### src/rtl/pcpi_issue_ctrl_if.sv
// ----------------------------------------------------------------------------
// pcpi_issue_ctrl_if
// Bundles the three handshakes around the PCPI issue controller:
//   req_*  : upstream request (valid/ready + insn/rs1/rs2)
//   rsp_*  : downstream response (valid/ready + wr/rd/timeout/latency)
//   pcpi_* : PCPI request side toward a coprocessor and its reply
// Modports:
//   master : the issue controller's view (drives req_ready, rsp_*, pcpi request)
//   slave  : the environment's view (requester, response sink and coprocessor)
// ----------------------------------------------------------------------------
interface pcpi_issue_ctrl_if;
    logic        req_valid;
    logic        req_ready;
    logic [31:0] req_insn;
    logic [31:0] req_rs1;
    logic [31:0] req_rs2;

    logic        rsp_valid;
    logic        rsp_ready;
    logic        rsp_wr;
    logic [31:0] rsp_rd;
    logic        rsp_timeout;
    logic [15:0] rsp_latency;

    logic        pcpi_valid;
    logic [31:0] pcpi_insn;
    logic [31:0] pcpi_rs1;
    logic [31:0] pcpi_rs2;
    logic        pcpi_wr;
    logic [31:0] pcpi_rd;
    logic        pcpi_wait;
    logic        pcpi_ready;

    modport master (
        input  req_valid, req_insn, req_rs1, req_rs2,
        output req_ready,
        input  rsp_ready,
        output rsp_valid, rsp_wr, rsp_rd, rsp_timeout, rsp_latency,
        output pcpi_valid, pcpi_insn, pcpi_rs1, pcpi_rs2,
        input  pcpi_wr, pcpi_rd, pcpi_wait, pcpi_ready
    );

    modport slave (
        output req_valid, req_insn, req_rs1, req_rs2,
        input  req_ready,
        output rsp_ready,
        input  rsp_valid, rsp_wr, rsp_rd, rsp_timeout, rsp_latency,
        input  pcpi_valid, pcpi_insn, pcpi_rs1, pcpi_rs2,
        output pcpi_wr, pcpi_rd, pcpi_wait, pcpi_ready
    );
endinterface

### src/rtl/pcpi_issue_ctrl.sv
// ----------------------------------------------------------------------------
// pcpi_issue_ctrl
// PCPI initiator: accepts one instruction at a time, presents it to a PCPI
// coprocessor, waits for pcpi_ready and returns result, write flag and issue
// latency. An instruction that is never claimed (no pcpi_wait, no pcpi_ready)
// is aborted after TIMEOUT_CYCLES consecutive idle issue cycles.
// Ports:
//   i_clk    : clock, all state updates on the rising edge
//   i_reset  : synchronous active-high reset
//   io_bus   : pcpi_issue_ctrl_if.master (req / rsp / pcpi handshakes)
// Parameters:
//   TIMEOUT_CYCLES : idle issue cycles before abort, legal range 2..65535
// ----------------------------------------------------------------------------
module pcpi_issue_ctrl #(
    parameter int unsigned TIMEOUT_CYCLES = 16
) (
    input  logic                   i_clk,
    input  logic                   i_reset,
    pcpi_issue_ctrl_if.master      io_bus
);

    typedef enum logic [1:0] {StIdle, StIssue, StResp} state_e;

    localparam logic [15:0] IdleLast = 16'(TIMEOUT_CYCLES - 1);

    state_e      r_state,       w_state_next;
    logic        r_pcpi_valid,  w_pcpi_valid_next;
    logic [31:0] r_pcpi_insn,   w_pcpi_insn_next;
    logic [31:0] r_pcpi_rs1,    w_pcpi_rs1_next;
    logic [31:0] r_pcpi_rs2,    w_pcpi_rs2_next;
    logic        r_rsp_wr,      w_rsp_wr_next;
    logic [31:0] r_rsp_rd,      w_rsp_rd_next;
    logic        r_rsp_timeout, w_rsp_timeout_next;
    logic [15:0] r_rsp_latency, w_rsp_latency_next;
    logic [15:0] r_idle_cnt,    w_idle_cnt_next;
    logic [15:0] r_lat_cnt,     w_lat_cnt_next;
    logic [15:0] w_lat_inc;

    // Latency including the current issue cycle, saturating at 0xFFFF.
    assign w_lat_inc = (r_lat_cnt == 16'hFFFF) ? r_lat_cnt : r_lat_cnt + 16'd1;

    always_ff @(posedge i_clk) begin
        if (i_reset) begin
            r_state       <= StIdle;
            r_pcpi_valid  <= 1'b0;
            r_pcpi_insn   <= '0;
            r_pcpi_rs1    <= '0;
            r_pcpi_rs2    <= '0;
            r_rsp_wr      <= 1'b0;
            r_rsp_rd      <= '0;
            r_rsp_timeout <= 1'b0;
            r_rsp_latency <= '0;
            r_idle_cnt    <= '0;
            r_lat_cnt     <= '0;
        end else begin
            r_state       <= w_state_next;
            r_pcpi_valid  <= w_pcpi_valid_next;
            r_pcpi_insn   <= w_pcpi_insn_next;
            r_pcpi_rs1    <= w_pcpi_rs1_next;
            r_pcpi_rs2    <= w_pcpi_rs2_next;
            r_rsp_wr      <= w_rsp_wr_next;
            r_rsp_rd      <= w_rsp_rd_next;
            r_rsp_timeout <= w_rsp_timeout_next;
            r_rsp_latency <= w_rsp_latency_next;
            r_idle_cnt    <= w_idle_cnt_next;
            r_lat_cnt     <= w_lat_cnt_next;
        end
    end

    always_comb begin
        w_state_next       = r_state;
        w_pcpi_valid_next  = r_pcpi_valid;
        w_pcpi_insn_next   = r_pcpi_insn;
        w_pcpi_rs1_next    = r_pcpi_rs1;
        w_pcpi_rs2_next    = r_pcpi_rs2;
        w_rsp_wr_next      = r_rsp_wr;
        w_rsp_rd_next      = r_rsp_rd;
        w_rsp_timeout_next = r_rsp_timeout;
        w_rsp_latency_next = r_rsp_latency;
        w_idle_cnt_next    = r_idle_cnt;
        w_lat_cnt_next     = r_lat_cnt;

        case (r_state)
            StIdle: begin
                if (io_bus.req_valid) begin
                    w_state_next      = StIssue;
                    w_pcpi_valid_next = 1'b1;
                    w_pcpi_insn_next  = io_bus.req_insn;
                    w_pcpi_rs1_next   = io_bus.req_rs1;
                    w_pcpi_rs2_next   = io_bus.req_rs2;
                    w_idle_cnt_next   = '0;
                    w_lat_cnt_next    = '0;
                end
            end
            StIssue: begin
                w_lat_cnt_next = w_lat_inc;
                // pcpi_ready wins over a timeout landing in the same cycle.
                if (io_bus.pcpi_ready) begin
                    w_state_next       = StResp;
                    w_pcpi_valid_next  = 1'b0;
                    w_rsp_wr_next      = io_bus.pcpi_wr;
                    w_rsp_rd_next      = io_bus.pcpi_wr ? io_bus.pcpi_rd : 32'd0;
                    w_rsp_timeout_next = 1'b0;
                    w_rsp_latency_next = w_lat_inc;
                end else if (io_bus.pcpi_wait) begin
                    w_idle_cnt_next = '0;
                end else if (r_idle_cnt == IdleLast) begin
                    w_state_next       = StResp;
                    w_pcpi_valid_next  = 1'b0;
                    w_rsp_wr_next      = 1'b0;
                    w_rsp_rd_next      = '0;
                    w_rsp_timeout_next = 1'b1;
                    w_rsp_latency_next = w_lat_inc;
                end else begin
                    w_idle_cnt_next = r_idle_cnt + 16'd1;
                end
            end
            StResp: begin
                // Response data holds until consumed; no accept in this cycle.
                if (io_bus.rsp_ready) begin
                    w_state_next = StIdle;
                end
            end
            default: begin
                w_state_next = StIdle;
            end
        endcase
    end

    assign io_bus.req_ready   = (r_state == StIdle);
    assign io_bus.rsp_valid   = (r_state == StResp);
    assign io_bus.rsp_wr      = r_rsp_wr;
    assign io_bus.rsp_rd      = r_rsp_rd;
    assign io_bus.rsp_timeout = r_rsp_timeout;
    assign io_bus.rsp_latency = r_rsp_latency;
    assign io_bus.pcpi_valid  = r_pcpi_valid;
    assign io_bus.pcpi_insn   = r_pcpi_insn;
    assign io_bus.pcpi_rs1    = r_pcpi_rs1;
    assign io_bus.pcpi_rs2    = r_pcpi_rs2;

endmodule

### src/flat_wrapper.sv
// flat-port wrapper written by rule: the top's interface ports become plain ports
module pcpi_issue_ctrl_flat 
#(
    parameter int unsigned TIMEOUT_CYCLES = 16
)
  (i_clk, i_reset, io_bus_req_valid, io_bus_req_insn, io_bus_req_rs1, io_bus_req_rs2, io_bus_req_ready, io_bus_rsp_ready, io_bus_rsp_valid, io_bus_rsp_wr, io_bus_rsp_rd, io_bus_rsp_timeout, io_bus_rsp_latency, io_bus_pcpi_valid, io_bus_pcpi_insn, io_bus_pcpi_rs1, io_bus_pcpi_rs2, io_bus_pcpi_wr, io_bus_pcpi_rd, io_bus_pcpi_wait, io_bus_pcpi_ready);
  pcpi_issue_ctrl_if io_bus_i ();
  input  logic i_clk;
  input  logic i_reset;
  input wire logic [$bits(io_bus_i.req_valid)-1:0] io_bus_req_valid;
  input wire logic [$bits(io_bus_i.req_insn)-1:0] io_bus_req_insn;
  input wire logic [$bits(io_bus_i.req_rs1)-1:0] io_bus_req_rs1;
  input wire logic [$bits(io_bus_i.req_rs2)-1:0] io_bus_req_rs2;
  output wire logic [$bits(io_bus_i.req_ready)-1:0] io_bus_req_ready;
  input wire logic [$bits(io_bus_i.rsp_ready)-1:0] io_bus_rsp_ready;
  output wire logic [$bits(io_bus_i.rsp_valid)-1:0] io_bus_rsp_valid;
  output wire logic [$bits(io_bus_i.rsp_wr)-1:0] io_bus_rsp_wr;
  output wire logic [$bits(io_bus_i.rsp_rd)-1:0] io_bus_rsp_rd;
  output wire logic [$bits(io_bus_i.rsp_timeout)-1:0] io_bus_rsp_timeout;
  output wire logic [$bits(io_bus_i.rsp_latency)-1:0] io_bus_rsp_latency;
  output wire logic [$bits(io_bus_i.pcpi_valid)-1:0] io_bus_pcpi_valid;
  output wire logic [$bits(io_bus_i.pcpi_insn)-1:0] io_bus_pcpi_insn;
  output wire logic [$bits(io_bus_i.pcpi_rs1)-1:0] io_bus_pcpi_rs1;
  output wire logic [$bits(io_bus_i.pcpi_rs2)-1:0] io_bus_pcpi_rs2;
  input wire logic [$bits(io_bus_i.pcpi_wr)-1:0] io_bus_pcpi_wr;
  input wire logic [$bits(io_bus_i.pcpi_rd)-1:0] io_bus_pcpi_rd;
  input wire logic [$bits(io_bus_i.pcpi_wait)-1:0] io_bus_pcpi_wait;
  input wire logic [$bits(io_bus_i.pcpi_ready)-1:0] io_bus_pcpi_ready;
  assign io_bus_i.req_valid = io_bus_req_valid;
  assign io_bus_i.req_insn = io_bus_req_insn;
  assign io_bus_i.req_rs1 = io_bus_req_rs1;
  assign io_bus_i.req_rs2 = io_bus_req_rs2;
  assign io_bus_req_ready = io_bus_i.req_ready;
  assign io_bus_i.rsp_ready = io_bus_rsp_ready;
  assign io_bus_rsp_valid = io_bus_i.rsp_valid;
  assign io_bus_rsp_wr = io_bus_i.rsp_wr;
  assign io_bus_rsp_rd = io_bus_i.rsp_rd;
  assign io_bus_rsp_timeout = io_bus_i.rsp_timeout;
  assign io_bus_rsp_latency = io_bus_i.rsp_latency;
  assign io_bus_pcpi_valid = io_bus_i.pcpi_valid;
  assign io_bus_pcpi_insn = io_bus_i.pcpi_insn;
  assign io_bus_pcpi_rs1 = io_bus_i.pcpi_rs1;
  assign io_bus_pcpi_rs2 = io_bus_i.pcpi_rs2;
  assign io_bus_i.pcpi_wr = io_bus_pcpi_wr;
  assign io_bus_i.pcpi_rd = io_bus_pcpi_rd;
  assign io_bus_i.pcpi_wait = io_bus_pcpi_wait;
  assign io_bus_i.pcpi_ready = io_bus_pcpi_ready;
  pcpi_issue_ctrl #(.TIMEOUT_CYCLES(TIMEOUT_CYCLES)) u_core (.i_clk(i_clk), .i_reset(i_reset), .io_bus(io_bus_i));
endmodule
### config.mk
export PLATFORM = sky130hd
export DESIGN_NAME = pcpi_issue_ctrl_flat
export DESIGN_NICKNAME = d
export VERILOG_FILES = /design/src/rtl/pcpi_issue_ctrl_if.sv /design/src/rtl/pcpi_issue_ctrl.sv /design/src/flat_wrapper.sv
export SDC_FILE = /design/constraint.sdc
export NUM_CORES = 1
export LEC_CHECK = 0
export BUFFER_PORTS_ARGS = -buffer_cell sky130_fd_sc_hd__buf_2
export CAP_MARGIN = 0
export CORE_UTILIZATION = 30
export DETAILED_ROUTE_END_ITERATION = 6
export HOLD_SLACK_MARGIN = 0.03
export PLACE_DENSITY = 0.54
export SLEW_MARGIN = 20
export SYNTH_ARGS = -nofsm -noshare
export SYNTH_HDL_FRONTEND = slang
export SYNTH_SLANG_ARGS = --single-unit
### constraint.sdc
create_clock -name i_clk -period 2.35 [get_ports i_clk]
set_clock_uncertainty 0.15 [all_clocks]
set_input_delay 0.47 -clock i_clk [delete_from_list [all_inputs] [get_ports i_clk]]
set_output_delay 0.47 -clock i_clk [all_outputs]
set_load 0.02 [all_outputs]
### Yosys cells after proc, flatten, opt, wreduce, memory -nomap -nowiden

Index checks and enable logic that the tools add are counted.

| word-level totals | value |
|---|---|
| register bits | 181 |
| latch bits | 0 |
| RAM bits | 0 |
| ROM bits | 0 |
| input port bits | 135 |
| output and inout port bits | 149 |
| logic and storage cells | 62 |
| memories | 0 |

| cells by class | value |
|---|---|
| $add $sub $neg | 2 |
| multipliers | 0 |
| divide/modulo/power cells | 0 |
| magnitude comparators | 0 |
| equality and inequality tests | 11 |
| shifts and indexed selects | 0 |
| mux-type cells | 29 |
| bitwise gates (word level) | 0 |
| reduce and logical (&&, ||, !) cells | 9 |

Operator list:

| operator | count |
|---|---|
| two-way mux 16 bit | 8 |
| two-way mux 32 bit | 4 |
| case mux 16 bit (2 select lines) | 2 |
| adder 16 x 1 -> 16 bit (second input constant) | 2 |
| equality test 16 bit (second input constant) | 1 |
| equality test 16 x 4 -> 1 bit (second input constant) | 1 |
| AND reduction 4 bit | 3 |
| two-way mux 2 bit | 5 |
| two-way mux 1 bit | 8 |
| != test 2 bit (second input constant) | 3 |
| != test 3 bit (second input constant) | 2 |
| case mux 2 bit (3 select lines) | 1 |
| AND reduction 2 bit | 2 |
| nonzero test 2 bit | 2 |
| != test 3 x 2 -> 1 bit (second input constant) | 1 |
| AND reduction 3 bit | 1 |
| equality test 2 x 1 -> 1 bit (second input constant) | 1 |
| equality test 2 bit (second input constant) | 1 |
| zero test 2 bit | 1 |
| != test 2 x 1 -> 1 bit (second input constant) | 1 |
| case mux 1 bit (2 select lines) | 1 |

### Logic depth before layout (Yosys ltp)

Gate-level depths: netlist (run 1).

| logic depth | value |
|---|---|
| word-level depth | 5 |
| mapped depth | 8 |
| gate-level depth less buffers | 6 |

### Worst setup path after synthesis (run 1)

Ideal clock, no wire load.

| timing | value |
|---|---|
| kind | register -> register |
| start | register u_core.r_lat_cnt[0] |
| end | register u_core.r_rsp_latency[4] (netlist: u_core.io_bus.rsp_latency[4]) |
| setup time | 0.070 ns |
| arrival time | 1.700 ns |
| required time | 2.130 ns |
| slack | 0.430 ns |
| cell stages (with the launch flop) | 9 |
| buffers on the path | 2 |
| period minus slack after synthesis | 1.920 ns |
| cells stage by stage | dfxtp_1 ha_1 and3_1 buf_4 and4_1 buf_2 nor2_1 a211o_1 a21oi_1 |

| between the ends | value |
|---|---|
| word-level cells in the longest chain between the ends | 5 |
| elaborated cells between the ends (all ways) | 6 |
| those cells by class | 1 x add/sub; 1 x eq/ne; 4 x mux |

RTL lines:

| what | RTL line | source |
|---|---|---|
| start: declaration | pcpi_issue_ctrl.sv:36 | `logic [15:0] r_lat_cnt, w_lat_cnt_next;` |
| start signal: assignment | pcpi_issue_ctrl.sv:66 | `r_lat_cnt <= w_lat_cnt_next;` |
| adder 16 x 1 -> 16 bit / equality test 16 bit (equally long branches) | pcpi_issue_ctrl.sv:40 | `assign w_lat_inc = (r_lat_cnt == 16'hFFFF) ? r_lat_cnt : r_lat_cnt + 16'd1;` |
| two-way mux 16 bit * | pcpi_issue_ctrl.sv:40 |  |
| two-way mux 16 bit | pcpi_issue_ctrl.sv:107 | `end else if (r_idle_cnt == IdleLast) begin` |
| two-way mux 16 bit | pcpi_issue_ctrl.sv:105 | `end else if (io_bus.pcpi_wait) begin` |
| two-way mux 16 bit * | pcpi_issue_ctrl.sv:98 | `if (io_bus.pcpi_ready) begin` |
| end signal: assignment | pcpi_issue_ctrl.sv:64 | `r_rsp_latency <= w_rsp_latency_next;` |
| end: declaration | pcpi_issue_ctrl.sv:34 | `logic [15:0] r_rsp_latency, w_rsp_latency_next;` |

Every way passes the cells marked *; elsewhere a longest branch is shown, timed or not. The select of a mux whose other input is x is not followed.
A chain may end at the register's enable or synchronous reset.

### Worst setup path in the final report (run 1)

Ends and elaborated chain as after synthesis.

==> out/results.tsv, run 1 <==
metric	value	unit
worstReg2RegEnd	u_core.io_bus.rsp_latency[4]	
relSlewSlack	54.7	%
num_vias	6720	
worst_ep_required_time	2.56	ns
maxSlewViolCount	0	
worstMarginPinSlew	0.680	ns
insertion_delay	0.42	ns
drt_wl_total	20900	um
synth-seq-cells	181	
min_period	2.19	ns
hold_viol_final	0	
rsz0062_at_grt	false	
worstSetupPathType	register to register	
path_clk_slew	0.08	ns
cts_setup_buffers	0	
critical_path_arrival	2.40	ns
r2r_start	u_core.r_lat_cnt[0]	
die_width	155	um
grt_pass1_vias	5911	
r2r_cells	6	
hold_end	u_core.io_bus.pcpi_rs2[11]	
antenna_left	0	
die_area	0.0240	sq mm
ctsResizeCount	0	
fin_crit_sh	93.3	%
wl_met1	9450	um
avgSynthCellArea	8.27	sq um
synth_ff_type	dfxtp_1	
ys_types	51	
fin_tns_setup	0	ns
numCtsBuffers	17	
syn_area	0.00701	sq mm
synth_edf_count	0	
min-delay-start	io_bus_req_rs2[11]	
end_kind	register	
wl_met2	10200	um
drc	0	
hold_depth	3	
instances_no_fill	1439	
fmax	456	MHz
place_hpwl	14500	um
clock_sinks	181	
first_iter_violations	478	
wl_met3	973	um
power_density	737	mW/mm^2
initial_core_util	30.8	%
final_core_util	41.3	%
cts_tree	yes	
hold_buffers	0	
yosys_warnings	0	
ys_async_sr_fraction	0	%
rows	55	
htreeDepth	4	
r2r_setup_slack	0.16	ns
drt_pass1_iterations	5	
ir_worst_vdd	398	uV
crit_path_max_fanout	10	
dpl.cell_count	1408	
io_buffers	283	
syn_nets	985	
drive_gt1_share	31.6	%
ios	284	
synthCells	848	
final_cell_mix	282 x buf_2, 223 x nand2_1, 181 x dfxtp_1	
max-clock-path-buffers	2	
antenna_found_initial	0	
nets	1251	
die_h	155	um
track_usage	17.2	%
power.total	6.93	mW
path_buf_inv	0	
maxCapViolCount	0	
viasPerCell	4.67	
grt-ovfl-total	0	
cp_top_family	simple AND/OR/NAND/NOR gates	
crit_path_start_kind	register	
gp_congestion	0.775	
crit_chain	ha_1 > and3_1 > and4_2 > nor2_1 > a211o_1 > a21oi_1	
grt_pass1_wl	32400	um
crit_slowest_cell	dfxtp_1	
final-setup-viol-count	0	
wl_per_cell	14.5	um
outcome	completed	
synthToLayoutAreaGrowth	34.0	%
final_common_cell	buf_2	
diodes	0	
cpPeakStageDelay	0.43	ns
hp-class	primary input to register	
coreArea	0.0228	sq mm
synth-seq-area-share	51.7	%
clock-root-buffer	clkbuf_16	
power.leakage	4.13	nW
grt_max_degree	139	
top_layer_used	met4	
## worst register-to-register path, cell delays in order, from the launching register on
cell and delay [ns]:
dfxtp_1 0.43, ha_1 0.28, and3_1 0.34, and4_2 0.41, nor2_1 0.09, a211o_1 0.29
a21oi_1 0.13
## cell type report
type	count	area, sq um
Multi-Input combinational cell	601	3110
Clock inverter	14	140
Fill cell	2335	13400
Timing Repair Buffer	310	1700
Clock buffer	17	425
Tap cell	313	392
Sequential cell	181	3620
Inverter	3	11.3
## cell families after synthesis
family / count (synthesis) / share of synthesized area, %
simple gates: 360 / 22.9
compound gates: 231 / 19.8
flops: 181 / 51.7
buf+inv: 66 / 4.30
xor+xnor: 7 / 0.874
fa+ha+maj: 2 / 0.357
mux: 1 / 0.143
## cells in the mapped netlist, drive strengths merged (7+ instances only)
cell type,instances,area (sq um)
nand2,223,837
dfxtp,181,3620
a21oi,128,641
nor2,62,240
clkbuf,45,169
a22oi,33,248
nand3,19,100
o21ai,19,95.1
buf,18,121
a311oi,11,96.3
a31oi,11,68.8
and3,11,68.8
and4,9,81.3
o31ai,8,60.1
a211oi,7,52.6
## worst max path at each step
stage / start / to / depth (start not counted)
6_report: u_core.r_lat_cnt[0] / u_core.io_bus.rsp_latency[4] / 6
5_1_grt: u_core.r_lat_cnt[0] / u_core.io_bus.rsp_latency[5] / 6
4_1_cts: u_core.r_lat_cnt[0] / u_core.io_bus.rsp_latency[4] / 6
3_5_place_dp: u_core.r_lat_cnt[0] / u_core.io_bus.rsp_latency[4] / 6
3_3_place_gp: u_core.r_lat_cnt[0] / u_core.io_bus.rsp_latency[4] / 6
2_1_floorplan: u_core.r_lat_cnt[0] / u_core.io_bus.rsp_latency[4] / 8
## metrics by stage
stage	hold slack, ns	worst slack [ns]	area (sq um)
floorplan	0.312	0.430	7010
global placement	0.288	0.161	8830
detailed placement	0.293	0.140	8830
CTS	0.0973	0.100	9400
global route	0.103	0.00867	9400
finish	0.116	0.157	9400
## metal layers
metal	GRT usage (%)	vias to the layer above
met5	0	-
met1	22.6	3064
met4	5.04	0
met2	27.8	165
li1	-	3474
met3	4.23	17
## flip-flops by register name, indices dropped and copies added (netlist names)
register,cells
u_core.io_bus.pcpi_rs1,32
u_core.io_bus.pcpi_insn,32
u_core.r_lat_cnt,16
u_core.io_bus.pcpi_rs2,32
u_core.r_state,2
u_core.io_bus.rsp_rd,32
u_core.io_bus.pcpi_valid,1
u_core.r_idle_cnt,16
u_core.io_bus.rsp_latency,16
u_core.io_bus.rsp_wr,1
u_core.io_bus.rsp_timeout,1
## where the power goes
part           internal, mW  total, mW  switching [mW]
sequential             3.20       3.26          0.0646
clock                  1.41       2.75            1.34
combinational         0.330      0.909           0.579
total                  4.94       6.93            1.99
No activity file was read; power rests on OpenSTA's default activity.
==> run 2: changes to the inputs <==
--- a/config.mk
+++ b/config.mk
@@ -7,10 +7,12 @@
 export LEC_CHECK = 0
 export BUFFER_PORTS_ARGS = -buffer_cell sky130_fd_sc_hd__buf_2
 export CAP_MARGIN = 0
-export CORE_UTILIZATION = 30
+export CORE_UTILIZATION = 45
 export DETAILED_ROUTE_END_ITERATION = 6
+export GPL_ROUTABILITY_DRIVEN = 1
 export HOLD_SLACK_MARGIN = 0.03
-export PLACE_DENSITY = 0.54
+export PLACE_DENSITY = 0.75
+export RECOVER_POWER = 50
 export SLEW_MARGIN = 20
 export SYNTH_ARGS = -nofsm -noshare
 export SYNTH_HDL_FRONTEND = slang
==> run 2 against run 1 <==
  * Wire length decreased by 6.3%
  * Fmax up 1.4%
  * Cell area is 4.2% lower
  * Setup slack gained 0.029 ns
  * Highest routed layer unchanged
  * Largest power group unchanged
  * Cell count down 9.1%
  * Sequential power about the same
  * Critical path type unchanged
==> out/results.tsv, run 2 (same netlist as run 1, synthesis figures left out) <==
metric	value	unit	change
first_iter_violations	561		was 478
hold_end	u_core.io_bus.pcpi_insn[6]		was u_core.io_bus.pcpi_rs2[11]
fillCellCount	1476		was 2335
grt_pass1_wl	30700	um	was 32400 um
die_width	127	um	was 155 um
path_clk_slew	0.07	ns	was 0.08 ns
final-setup-viol-count	0		unchanged
dpl.cell_count	1277		was 1408
rsz0062_at_grt	false		unchanged
min_period	2.16	ns	was 2.19 ns
worstMarginPinSlew	0.748	ns	was 0.680 ns
fin_tns_setup	0	ns	unchanged
top_layer_used	met4		unchanged
insertion_delay	0.42	ns	about the same
clock_sinks	181		unchanged
grt-ovfl-total	0		unchanged
relSlewSlack	50.1	%	was 54.7%
die_h	127	um	was 155 um
gp_congestion	0.855		was 0.775
place_hpwl	13500	um	was 14500 um
synthToLayoutAreaGrowth	28.4	%	was 34.0%
outcome	completed		unchanged
drt_wl_total	19600	um	was 20900 um
die_area	0.0161	sq mm	was 0.0240 sq mm
num_vias	6901		was 6720
worstReg2RegEnd	u_core.io_bus.rsp_wr		was u_core.io_bus.rsp_latency[4]
hp-class	primary input to register		unchanged
rows	45		was 55
maxSlewViolCount	0		unchanged
hold_viol_final	0		unchanged
whs	0.124	ns	was 0.116 ns
grt_max_degree	102		was 139
worst_ep_required_time	2.55	ns	was 2.56 ns
antenna_left	0		unchanged
r2r_setup_slack	0.19	ns	was 0.16 ns
grt_pass1_vias	6160		was 5911
io_buffers	283		unchanged
htreeDepth	4		unchanged
wl_met3	988	um	was 973 um
initial_core_util	46.1	%	was 30.8%
wl_per_cell	15.0	um	was 14.5 um
min-delay-start	io_bus_req_insn[6]		was io_bus_req_rs2[11]
viasPerCell	5.28		was 4.67
final_cell_mix	223 x nand2_1, 181 x dfxtp_1, 148 x clkbuf_1		was 282 x buf_2, 223 x nand2_1, 181 x dfxtp_1
power_density	775	mW/mm^2	was 737 mW/mm^2
power.leakage	3.48	nW	was 4.13 nW
drc	0		unchanged
hold_buffers	0		unchanged
max-clock-path-buffers	2		unchanged
numCtsBuffers	17		unchanged
final_common_cell	nand2_1		was buf_2
final_core_util	59.2	%	was 41.3%
nets	1245		was 1251
coreArea	0.0152	sq mm	was 0.0228 sq mm
track_usage	24.0	%	was 17.2%
instances_no_fill	1308		was 1439
diodes	0		unchanged
worstSetupPathType	register to register		unchanged
power.total	6.98	mW	was 6.93 mW
wl_met1	8620	um	was 9450 um
drive_gt1_share	17.9	%	was 31.6%
antenna_found_initial	0		unchanged
drt_pass1_iterations	5		unchanged
clock-root-buffer	clkbuf_16		unchanged
wl_met2	9540	um	was 10200 um
crit_path_max_fanout	33		was 10
critical_path_arrival	2.37	ns	was 2.40 ns
cts_tree	yes		unchanged
ios	284		unchanged
r2r_cells	7		was 6
fin_crit_sh	92.1	%	was 93.3%
maxCapViolCount	0		unchanged
r2r_start	u_core.r_idle_cnt[0]		was u_core.r_lat_cnt[0]
end_kind	register		unchanged
ir_worst_vdd	567	uV	was 398 uV
fmax	462	MHz	was 456 MHz
hold_depth	3		unchanged
crit_path_start_kind	register		unchanged
==> run 2: cell count changes in the layout (fill, tap and decap cells not counted), moves of 3 or more <==
cell	before	now
buf_2	282	135
inv_8	4	1
clkinvlp_4	0	3
clkbuf_1	0	148
buf_4	22	16
==> run 2: final cells by class <==
| cell class | count | area, sq um | area share, % |
|---|---|---|---|
| flip-flops and latches | 181 | 3620 | 40.2 |
| well taps | 188 | 235 | 2.61 |
| repair buffers | 304 | 1440 | 16.0 |
| inverters | 3 | 11.3 | 0.125 |
| clock buffers | 19 | 443 | 4.92 |
| multi-input cells | 601 | 3110 | 34.5 |
| clock inverters | 12 | 146 | 1.63 |
==> run 2: power breakdown <==
part / switching [mW] / internal (mW) / total, mW
clock: 1.24 / 1.61 / 2.85
combinational: 0.576 / 0.279 / 0.855
sequential: 0.0691 / 3.20 / 3.27
==> run 2: worst max-delay path by stage <==
stage / end / start / cells past startpoint / slack (ns)
CTS: u_core.io_bus.rsp_latency[4] / u_core.r_lat_cnt[0] / 6 / 0.09
global placement: u_core.io_bus.rsp_latency[4] / u_core.r_lat_cnt[0] / 6 / 0.21
finish: u_core.io_bus.rsp_wr / u_core.r_idle_cnt[0] / 7 / 0.19
global route: u_core.io_bus.rsp_latency[4] / u_core.r_lat_cnt[0] / 6 / 0.01
floorplan: u_core.io_bus.rsp_latency[4] / u_core.r_lat_cnt[0] / 8 / 0.43
detailed placement: u_core.io_bus.rsp_latency[4] / u_core.r_lat_cnt[0] / 6 / 0.13
==> run 2: timing repair <==
item	4_1_cts	5_1_grt
hold endpoints to repair	0	0
resized for setup	0	2
setup endpoints to repair	0	9
setup buffers	0	0
==> run 2: routing by layer <==
layer	GRT usage, %	vias up
met5	0	-
met4	8.12	0
met3	5.86	35
met2	39.3	208
met1	31.0	3199
li1	-	3459
==> run 2: worst max-delay path, stage by stage (launching register included) <==
cell and delay, ns:
dfxtp_1 0.34, ha_1 0.24, and4b_1 0.20, and4_1 0.29
o21ai_4 0.38, buf_12 0.25, a21oi_1 0.11, nor2_1 0.13
==> run 2: metrics by stage <==
| stage | worst slack (ns) | cell area (sq um) |
|---|---|---|
| detailed placement | 0.131 | 8600 |
| global route | 0.0123 | 9000 |
| CTS | 0.0854 | 9190 |
| global placement | 0.209 | 8600 |
| finish | 0.186 | 9000 |
| floorplan | 0.430 | 7010 |
